[config.mk]
export PLATFORM = sky130hd
export DESIGN_NAME = mem_arbiter
export DESIGN_NICKNAME = d
export VERILOG_FILES = /design/src/rtl/mem_arb_pkg.sv /design/src/rtl/rr_pick2.sv /design/src/rtl/mem_arbiter.sv
export SDC_FILE = /design/constraint.sdc
export NUM_CORES = 1
export LEC_CHECK = 0
export ABC_AREA = 1
export ABC_CLOCK_PERIOD_IN_PS = 1380
export BUFFER_PORTS_ARGS = -buffer_cell sky130_fd_sc_hd__buf_4
export CORE_AREA = 2 2 92 94
export CTS_CLUSTER_DIAMETER = 120
export DETAILED_ROUTE_END_ITERATION = 16
export DIE_AREA = 0 0 94 96
export PLACE_DENSITY = 0.6
export SLEW_MARGIN = 20
export SYNTH_ARGS = -nofsm -noshare
export SYNTH_HDL_FRONTEND = slang
export SYNTH_HIERARCHICAL = 1
export SYNTH_SLANG_ARGS = --single-unit
[constraint.sdc]
create_clock -name clk -period 1.38 [get_ports clk]
set_input_delay 0.276 -clock clk [delete_from_list [all_inputs] [get_ports clk]]
set_output_delay 0.276 -clock clk [all_outputs]
set_load 0.01 [all_outputs]
[src/rtl/mem_arb_pkg.sv]
// Shared definitions for the two-requester memory arbiter.
//   state_t : arbiter FSM encoding (IDLE may accept, RD_WAIT read outstanding)
//   REQ_IF  : requester ID of the fetch port
//   REQ_LS  : requester ID of the load/store port
package mem_arb_pkg;

   typedef enum logic {
      ST_IDLE    = 1'b0,
      ST_RD_WAIT = 1'b1
   } state_t;

   localparam logic REQ_IF = 1'b0;
   localparam logic REQ_LS = 1'b1;

endpackage : mem_arb_pkg

[src/rtl/rr_pick2.sv]
// Two-input round-robin pick.
//   req      in  [1:0] : request vector, bit index = requester ID
//   last_gnt in        : ID of the requester granted most recently
//   gnt      out [1:0] : one-hot grant (all zero when nothing requests)
// A lone requester always wins; on a tie the requester that was not granted
// last time wins.
module rr_pick2
   import mem_arb_pkg::*;
(
   input  logic [1:0] req,
   input  logic       last_gnt,
   output logic [1:0] gnt
);

   // Combinational grant decision
   always_comb begin
      gnt = 2'b00;
      case (req)
         2'b01:   gnt = 2'b01;
         2'b10:   gnt = 2'b10;
         2'b11: begin
            if (last_gnt == REQ_LS) begin
               gnt = 2'b01;
            end else begin
               gnt = 2'b10;
            end
         end
         default: gnt = 2'b00;
      endcase
   end

endmodule : rr_pick2

[src/rtl/mem_arbiter.sv]
// Arbiter sharing one single-cycle-latency memory between a fetch requester
// (read only) and a load/store requester.
//   clk, reset                         : clock, synchronous active-high reset
//   if_req/if_addr -> if_gnt/if_rvalid : fetch request / accept / data valid
//   ls_req/ls_we/ls_addr/ls_wdata
//      -> ls_gnt/ls_rvalid             : load/store request / accept / data valid
//   rdata                              : read data, qualified by *_rvalid
//   mem_en/mem_we/mem_addr/mem_wdata   : memory command
//   mem_rdata                          : memory data, one cycle after a read
// Grants are combinational in IDLE; a read costs one extra RD_WAIT cycle in
// which the memory data is returned to the owner and nothing is accepted.
module mem_arbiter
   import mem_arb_pkg::*;
#(
   parameter int AW = 32,
   parameter int DW = 32
) (
   input  logic          clk,
   input  logic          reset,
   input  logic          if_req,
   input  logic [AW-1:0] if_addr,
   output logic          if_gnt,
   output logic          if_rvalid,
   input  logic          ls_req,
   input  logic          ls_we,
   input  logic [AW-1:0] ls_addr,
   input  logic [DW-1:0] ls_wdata,
   output logic          ls_gnt,
   output logic          ls_rvalid,
   output logic [DW-1:0] rdata,
   output logic          mem_en,
   output logic          mem_we,
   output logic [AW-1:0] mem_addr,
   output logic [DW-1:0] mem_wdata,
   input  logic [DW-1:0] mem_rdata
);

   state_t     state_r;
   state_t     state_next_s;
   logic       last_gnt_r;
   logic       owner_r;
   logic [1:0] pick_s;
   logic       grant_s;
   logic       win_s;
   logic       read_s;

   rr_pick2 u_pick (
      .req      ({ls_req, if_req}),
      .last_gnt (last_gnt_r),
      .gnt      (pick_s)
   );

   // Next-state and output decode; reset masks every strobe
   always_comb begin
      state_next_s = ST_IDLE;
      grant_s      = 1'b0;
      win_s        = REQ_IF;
      read_s       = 1'b0;
      if_gnt       = 1'b0;
      ls_gnt       = 1'b0;
      if_rvalid    = 1'b0;
      ls_rvalid    = 1'b0;
      rdata        = {DW{1'b0}};
      mem_en       = 1'b0;
      mem_we       = 1'b0;
      mem_addr     = {AW{1'b0}};
      mem_wdata    = {DW{1'b0}};
      if (reset) begin
         state_next_s = ST_IDLE;
      end else begin
         case (state_r)
            ST_IDLE: begin
               if (pick_s != 2'b00) begin
                  grant_s = 1'b1;
                  mem_en  = 1'b1;
                  if (pick_s[1]) begin
                     win_s     = REQ_LS;
                     ls_gnt    = 1'b1;
                     mem_we    = ls_we;
                     mem_addr  = ls_addr;
                     mem_wdata = ls_wdata;
                     read_s    = ~ls_we;
                  end else begin
                     // Fetch is always a read with zero write data
                     win_s     = REQ_IF;
                     if_gnt    = 1'b1;
                     mem_addr  = if_addr;
                     read_s    = 1'b1;
                  end
               end else begin
                  grant_s = 1'b0;
               end
               state_next_s = read_s ? ST_RD_WAIT : ST_IDLE;
            end
            ST_RD_WAIT: begin
               rdata = mem_rdata;
               if (owner_r == REQ_LS) begin
                  ls_rvalid = 1'b1;
               end else begin
                  if_rvalid = 1'b1;
               end
               state_next_s = ST_IDLE;
            end
            default: begin
               state_next_s = ST_IDLE;
            end
         endcase
      end
   end

   // State, fairness pointer and read owner
   always_ff @(posedge clk) begin
      if (reset) begin
         state_r    <= ST_IDLE;
         last_gnt_r <= REQ_LS;
         owner_r    <= REQ_IF;
      end else begin
         state_r <= state_next_s;
         if (grant_s) begin
            last_gnt_r <= win_s;
         end
         if (grant_s && read_s) begin
            owner_r <= win_s;
         end
      end
   end

endmodule : mem_arbiter

# Word-level counts from Yosys, hierarchy flattened
# Index checks and enable logic that the tools add are counted.
[op_classes]
eq_ne = 3
muxes = 41
bitwise = 2
reduce_logical = 2
[op_table]
columns = ["op", "n"]
rows = [
  ["$mux W32", 10],
  ["$mux W1", 28],
  ["$pmux W2 S3", 1],
  ["$eq A2 B2 Y1 const B", 2],
  ["$eq A2 B1 Y1 const B", 1],
  ["$mux W2", 1],
  ["$not A1 Y1", 2],
  ["$pmux W1 S2", 1],
  ["$reduce_bool A2 Y1", 1],
  ["$logic_and A1 B1 Y1", 1],
]
[totals]
reg_bits = 3
in_bits = 133
out_inout_bits = 102
word_cells = 51

# Logic depth before layout (Yosys ltp)
# Gate-level depths: netlist (run 1).
[depth]
ltp_word = 9
mapped_depth = 8
depth_no_buf = 8

# Cells and area by module
# Netlist (run 1), hierarchy kept.
[by_module_without_submodules]
columns = ["module", "n_inst", "cells_each", "area_per_inst_um2", "seq_area_each_um2"]
rows = [
  ["mem_arbiter", 1, 268, 1159.9, 60.1],
  ["rr_pick2", 1, 5, 21.3, 0.0],
]

# Least setup slack after synthesis (run 1)
# OpenSTA, ideal clock, no wires.
[synth_timing]
path_type = "reg-to-output"
from = "reg last_gnt_r"
to = "out mem_addr[22]"
t_arrival_ps = 1129
setup_slack_ps = -25
stages_incl_launch_ff = 8
path_buffers = 1
path_cell_list = "dfxtp_1 -> a21oi_1 -> inv_1 -> nand3_2 -> inv_2 -> buf_6 -> nand2_1 -> nand2_1"
[synth_via]
elab_chain_len = 6
[synth_lines]
columns = ["item", "line", "text"]
rows = [
  ["start, declared", "mem_arbiter.sv:40", "logic last_gnt_r;"],
  ["start signal, assigned", "mem_arbiter.sv:120", "last_gnt_r <= win_s;"],
  ["$mux W2 (*)", "rr_pick2.sv:22", "if (last_gnt == REQ_LS) begin"],
  ["$pmux W2 S3 (*)", "rr_pick2.sv:18", "case (req)"],
  ["named net pick_s[1]", "mem_arbiter.sv:42", "logic [1:0] pick_s;"],
  ["$mux W32 / $reduce_bool A2 Y1 (equally long branches)", "mem_arbiter.sv:76, mem_arbiter.sv:73", ""],
  ["$mux W32 (*)", "mem_arbiter.sv:73", "if (pick_s != 2'b00) begin"],
  ["$mux W32 (*)", "mem_arbiter.sv:71", "case (state_r)"],
  ["$mux W32 (*)", "mem_arbiter.sv:68", "if (reset) begin"],
  ["end, declared", "mem_arbiter.sv:33", "output logic [AW-1:0] mem_addr,"],
]
# The timed path passes the listed nets; every way through them passes the cells marked *.

# Final worst setup path (run 1)
[layout_timing]
from = "reg last_gnt_r"
to = "out mem_wdata[3]"
[layout_via]
elab_chain_len = 6
[layout_lines]
columns = ["item", "line", "text"]
rows = [
  ["$mux W2 (*)", "rr_pick2.sv:22", ""],
  ["$pmux W2 S3 (*)", "rr_pick2.sv:18", ""],
  ["named net pick_s[1]", "mem_arbiter.sv:42", ""],
  ["$mux W32 / $reduce_bool A2 Y1 (equally long branches)", "mem_arbiter.sv:76, mem_arbiter.sv:73", ""],
  ["$mux W32 (*)", "mem_arbiter.sv:73", ""],
  ["$mux W32 (*)", "mem_arbiter.sv:71", ""],
  ["$mux W32 (*)", "mem_arbiter.sv:68", ""],
  ["end, declared", "mem_arbiter.sv:34", "output logic [DW-1:0] mem_wdata,"],
]
# Marks and branches as above.

==> run metrics, run 1 <==
vias in the first global route=between 2k and 2.5k; Top Usage Layer GRT=met2; CP Launch Point=last_gnt_r$_SDFFE_PP1P_; syn_nets=just over 400; relative slew slack=just under 90%; fillers=768; GR Util met1=between 10% and 20%; GRT Util Overall=13.6%; peak supply drop=0.398 mV; critical path peak fanout=8; final period utilization=123%; max-capacitance violation count=0; initial antenna violation count=0; WP data arrival=around 1.4 ns; Synth Cell Area=between 1000 and 1500 µm²; width of the die=around 94 µm; CTS tree=built; drt total wl=7750 µm; Cell Pwr Density=406 nW/µm²; setup ws final=-0.311 ns; Finish-stage setup viols=a little over 90; setup repair after global routing missed its margin=true; sequential area share after synthesis=under 10%; DR vias/cell=between 4 and 5; drt pass-1 iters=3; Worst Path Required=roughly 1.1 ns; Port Buffer Count=approximately 230; drc violations=0; placement row count=33; root buf cell=clkbuf_8; GRT overflow=0; Iter 0 DRT Violations=17; core area=approximately 8000 µm²; max-slew violation count=0; number of antenna diodes=0; worst-case clock buffer depth=2; clock skew=0.00518 ns; largest net degree at the start of global routing=35; reg2reg start=last_gnt_r$_SDFFE_PP1P_; min Tclk post-route=1.69 ns; Core Util, Final=49.9%; Yosys reg bits=3; Syn Area/Cell=between 4 and 5 µm²; routed length per instance=roughly 12 µm; Critical Path End Type=output pin; ratio of cells with drive above 1 in the final layout=between 60 and 70%; synth top area cells=nand2_1 (43%), nor2_1 (21%), inv_1 (12%), buf_6 (6.7%), dfxtp_1 (5.1%); Layout area overhead=240%; Hold Crit Start=ls_we; IO Pins=235; status=complete, but fails checks; Max Clock Freq=0.591 GHz; most area-hungry cell type in the Yosys netlist=nand2_1; Distinct cells, synth=17; first-pass GRT wire length=9920 µm; share of the synthesized area in the top cell type=about 43%; Placer Congestion=roughly 0.73; CTS sink count=3; Worst-Margin Slew=between 0.15 and 0.2 ns; Detail Route Antenna Nets=0; Place WS=-0.324 ns; via count=about 2.5k; die height=~96 µm; Crit path max-delay family=buffers and inverters; cells after synthesis=around 270; worst min path class=input port to flip-flop; H-tree Lvls=1; worst-path cell chain=a21oi_4 -> nand2_4 -> buf_12 -> clkbuf_16 -> nor2_1 -> buf_4; slowest stage delay, CP=around 0.35 ns; placed inst area=slightly above 3000 µm²; slowest CP cell=dfxtp_4; met3 usage=around 3.4%; clk slew on worst S/H paths=0.03 ns; failing checks=negative setup slack; Design Area, Final=4010 µm²; initial core utilization=between 10 and 15%; Bufs and invs on worst path=3; HPWL Detailed=approximately 5000 µm; YS warnings=6; worst skew pair latency=~0.22 ns; die area=~9000 µm²; Fin. Hold Viols=0; startpoint types=flip-flop; CP Class=flip-flop to output pin; GR Util met2=27.9%; total CTS buffers=3; leakage power=around 2.3 nW; Post-CTS Hold Fix Bufs=0; Final #Nets=664
[stage by stage]
stage | std cells | total power, mW | hold slack (ns) | TNS, ns
after global routing | 635 | 1.73 | 0.487 | -24.12
after CTS | 627 | 1.47 | 0.426 | -16.63
after global placement | 604 | 0.950 | 0.473 | -11.71
after detailed placement | 604 | 0.957 | 0.476 | -12.62
final | 635 | 1.63 | 0.440 | -19.23
after floorplan | 273 | 0.437 | 0.446 | 0
[cell families after synthesis]
kind of cell,after synthesis,share of synthesized area [%]
compound gates,2,0.847
simple gates,210,70.0
buf+inv,58,24.0
flops,3,5.08
[worst paths after layout]
kind	to	slack, ns	depth (start not counted)
setup / recovery	mem_wdata[3]	-0.31	6
hold / removal	state_r$_SDFF_PP0_	0.44	4
setup reg to reg	last_gnt_r$_SDFFE_PP1P_	-0.19	11
hold reg to reg	owner_r$_SDFFE_PP0P_	0.54	2
[routing by layer]
metal  vias to the layer above  wire [µm]  part of all wire, %
li1                       1287          -                    -
met1                      1124       2690                   35
met2                       129       4310                   56
met3                         4        689                  8.9
met4                         0         56                 0.72
met5                         -          0                    0
[cell usage after synthesis]
cell / instances
inv_2: 1
nor2_8: 1
nor3_1: 1
clkbuf_1: 3
buf_6: 7
buf_2: 6
buf_4: 1
nand2_1: 136
nand3b_1: 1
dfxtp_1: 3
a21oi_1: 2
inv_1: 39
nand2_4: 1
nand3_1: 3
nor2_1: 66
inv_4: 1
nand3_2: 1
[final cells by class]
| type | count | area, µm² | share of cell area (%) |
|---|---|---|---|
| tap | 105 | 131 | 3.27 |
| multi-input combinational | 212 | 1220 | 30.4 |
| timing repair inverter | 4 | 35.0 | 0.873 |
| sequential | 3 | 67.6 | 1.68 |
| inverter | 41 | 166 | 4.15 |
| timing repair buffer | 266 | 2350 | 58.5 |
| clock buffer | 4 | 45.0 | 1.12 |
[worst min-delay path: cells and delay by family]
kind	cells	cell delay [ns]
buffers and inverters	2	0.12
AND/OR/NAND/NOR	2	0.23
[state kept, by name, summed over array words and instances (netlist names)]
| signal | flops |
|---|---|
| owner_r | 1 |
| last_gnt_r | 1 |
| state_r | 1 |
[cells in the final DEF (no fill, tap or decap), drive strengths merged]
master / n
nand3: 4
buf: 261
nand3b: 1
inv: 45
dfxtp: 3
clkbuf: 9
nor2: 67
nand2: 137
nor3: 1
a21oi: 2
[power breakdown]
group	leakage, nW	switching, mW	total [mW]	internal [mW]
clock network	0.0228	0.0643	0.262	0.198
logic	2.29	0.539	1.25	0.716
registers	0.0254	0.0173	0.113	0.0960
total	2.34	0.620	1.63	1.01
[repair_timing]
action                                  CTS  global route
endpoints found under the setup margin  102            97
gates cloned                              9             5
gates resized for setup                  79           101
buffers inserted                         11             8
pin swaps                                 8            15
No activity file was read; power rests on OpenSTA's default activity.
==> run 2: changes to the inputs <==
CORE_AREA = 5 5 87 89   (was 2 2 92 94)
DIE_AREA = 0 0 92 94   (was 0 0 94 96)
PLACE_DENSITY = unset   (was 0.6)
==> run 2 against run 1 <==
  * Critical path depth up 2
  * Global-route usage up 1.6 points
  * The flow still finishes with violations (negative setup slack)
  * Via count down 6.3%
  * Critical path type unchanged
==> run metrics, run 2 (synthesized netlist as in run 1, its figures left out) <==
worst-case clock buffer depth=2 (unchanged); clock skew=0.00189 ns (-0.00329 ns); Worst-Margin Slew=0.237 ns (+0.0391 ns); leakage power=2.14 nW (-8.6%); HPWL Detailed=6120 µm (+25%); non-filler cells, final=592 (-6.8%); largest registers=last_gnt_r: 1 flops, owner_r: 1 flops, state_r: 1 flops; Final #Nets=646 (-2.7%); root buf cell=clkbuf_8; relative slew slack=84.2% (-2.6 points); setup ws final=-0.206 ns (+0.105 ns); GRT overflow=0 (unchanged); die area=8650 µm² (-4.2%); commonest cells after routing, fill and taps aside=buf_4 (235), nand2_1 (117), nor2_1 (44); min Tclk post-route=1.59 ns (-0.105 ns); worst min path class=input port to flip-flop; Layout area overhead=190%; via count=2383 (-6.3%); final period utilization=115% (-7.6 points); IO Pins=235 (unchanged); clk slew on worst S/H paths=0.03 ns (about the same); critical path peak fanout=16 (+8); reg2reg path depth=6 (-5); Port Buffer Count=234 (unchanged); CP Class=flip-flop to output pin; startpoint types=flip-flop; H-tree Lvls=1 (unchanged); first-pass GRT wire length=10900 µm (+9.7%); max-capacitance violation count=0 (unchanged); Critical Path End Type=output pin; CTS sink count=3 (unchanged); routed length per instance=12.6 µm (+3.0%); Cell Pwr Density=403 nW/µm² (-0.87%); placed inst area=3060 µm² (+1.2%); status=complete, but fails checks; drt pass-1 iters=4 (+1); largest net degree at the start of global routing=35 (unchanged); core area=6680 µm² (-17%); Finish-stage setup viols=83 (-9.8%); Max Clock Freq=0.630 GHz (+6.6%); Iter 0 DRT Violations=25 (+8); Hold Path End=state_r$_SDFF_PP0_; reg2reg end=owner_r$_SDFFE_PP0P_; die height=94 µm (-2.1%); max-slew violation count=0 (unchanged); setup repair after global routing missed its margin=true; width of the die=92 µm (-2.1%); fillers=719 (-6.4%); initial core utilization=17.7% (+3.0 points); multi-input combinational cell area=1000 µm² (-18%); FF+latch area=65.1 µm² (-3.7%); Placed Cells=583 (-3.5%); Worst R2R Setup Slack=0.31 ns (+0.50 ns); GRT Util Overall=15.1% (+1.6 points); Hold Crit Start=ls_we; placement row count=30 (-9.1%); reg2reg start=last_gnt_r$_SDFFE_PP1P_; drt total wl=7440 µm (-4.0%); ratio of cells with drive above 1 in the final layout=60.0% (-9.1 points); Hold Slack=0.401 ns (-0.0383 ns); failing checks=negative setup slack; Placer Congestion=0.809 (+10%); Worst Path Required=1.10 ns (about the same); Design Area, Final=3420 µm² (-15%); CTS tree=built; most common cell after layout, fill and taps aside=buf_4; number of antenna diodes=0 (unchanged); Fin. Hold Viols=0 (unchanged); initial antenna violation count=0 (unchanged); vias in the first global route=2269 (+3.0%); drc violations=0 (unchanged); worst skew pair latency=0.21 ns (about the same); WP data arrival=1.31 ns (-0.10 ns); Detail Route Antenna Nets=0 (unchanged); total CTS buffers=3 (unchanged); hold path cells=4 (unchanged); DR vias/cell=4.03 (+0.48%); peak supply drop=0.160 mV (-60%)
==> run 2: changes by cell type in the layout (fill, tap and decap cells not counted), moves of 5 or more <==
cell,change
nand2_1,+19
buf_6,-22
nor2_2,-5
nand2_4,-6
nor2_1,+19
nand2_2,-13
buf_4,+15
nor2_4,-14
==> run 2: repair_timing <==
| action | 4_1_cts | 5_1_grt |
|---|---|---|
| cloned | 1 | 2 |
| setup endpoints to repair | 102 | 90 |
| pin swaps | 2 | 2 |
| gates resized for setup | 19 | 54 |
| setup buffers | 1 | 1 |
| hold buffers | 0 | 0 |
==> run 2: how the worst max path moves through the flow <==
| stage | from | endpoint | slack, ns | cells after the start |
|---|---|---|---|---|
| 5_1_grt | last_gnt_r$_SDFFE_PP1P_ | mem_addr[25] | -0.31 | 8 |
| 3_5_place_dp | if_req | mem_addr[8] | -0.19 | 9 |
| 3_3_place_gp | if_req | mem_addr[8] | -0.14 | 9 |
| 6_report | last_gnt_r$_SDFFE_PP1P_ | mem_addr[8] | -0.21 | 8 |
| 4_1_cts | last_gnt_r$_SDFFE_PP1P_ | mem_addr[8] | -0.23 | 8 |
| 2_1_floorplan | last_gnt_r$_SDFFE_PP1P_ | mem_addr[22] | 0.08 | 7 |
==> run 2: final cells by class <==
class,count,area share [%]
Multi-Input combinational cell,212,29.2
Timing Repair Buffer,252,60.1
Inverter,41,4.57
Sequential cell,3,1.90
Clock buffer,4,1.32
Tap cell,80,2.92
==> run 2: per-layer routing <==
metal | track usage [%] | routed length [µm]
met1 | 14.9 | 2510
met2 | 30.9 | 4060
met3 | 4.89 | 794
met4 | 2.10 | 78
met5 | 0 | 0
==> run 2: per-stage QoR <==
step | utilization (%) | total power [mW] | setup WS (ns) | setup TNS (ns)
after floorplan | - | 0.437 | 0.0826 | 0
after global placement | 45.8 | 0.986 | -0.143 | -6.57
after detailed placement | 45.8 | 0.994 | -0.190 | -9.31
after CTS | 48.0 | 1.31 | -0.232 | -11.59
after global routing | 51.2 | 1.49 | -0.312 | -16.91
final | 51.2 | 1.38 | -0.206 | -10.25
==> run 2: power breakdown <==
group,internal (mW),switching (mW),total [mW]
clock,0.197,0.0551,0.252
combinational,0.588,0.429,1.02
sequential,0.0964,0.0119,0.108
total,0.882,0.496,1.38
==> run 2: critical path, stage by stage, from the launching register on <==
cell     delay, ns
dfxtp_2       0.33
a21oi_4       0.18
inv_2         0.06
nand3_2       0.07
inv_2         0.06
buf_12        0.14
nand2_1       0.05
nand2_1       0.06
buf_4         0.14
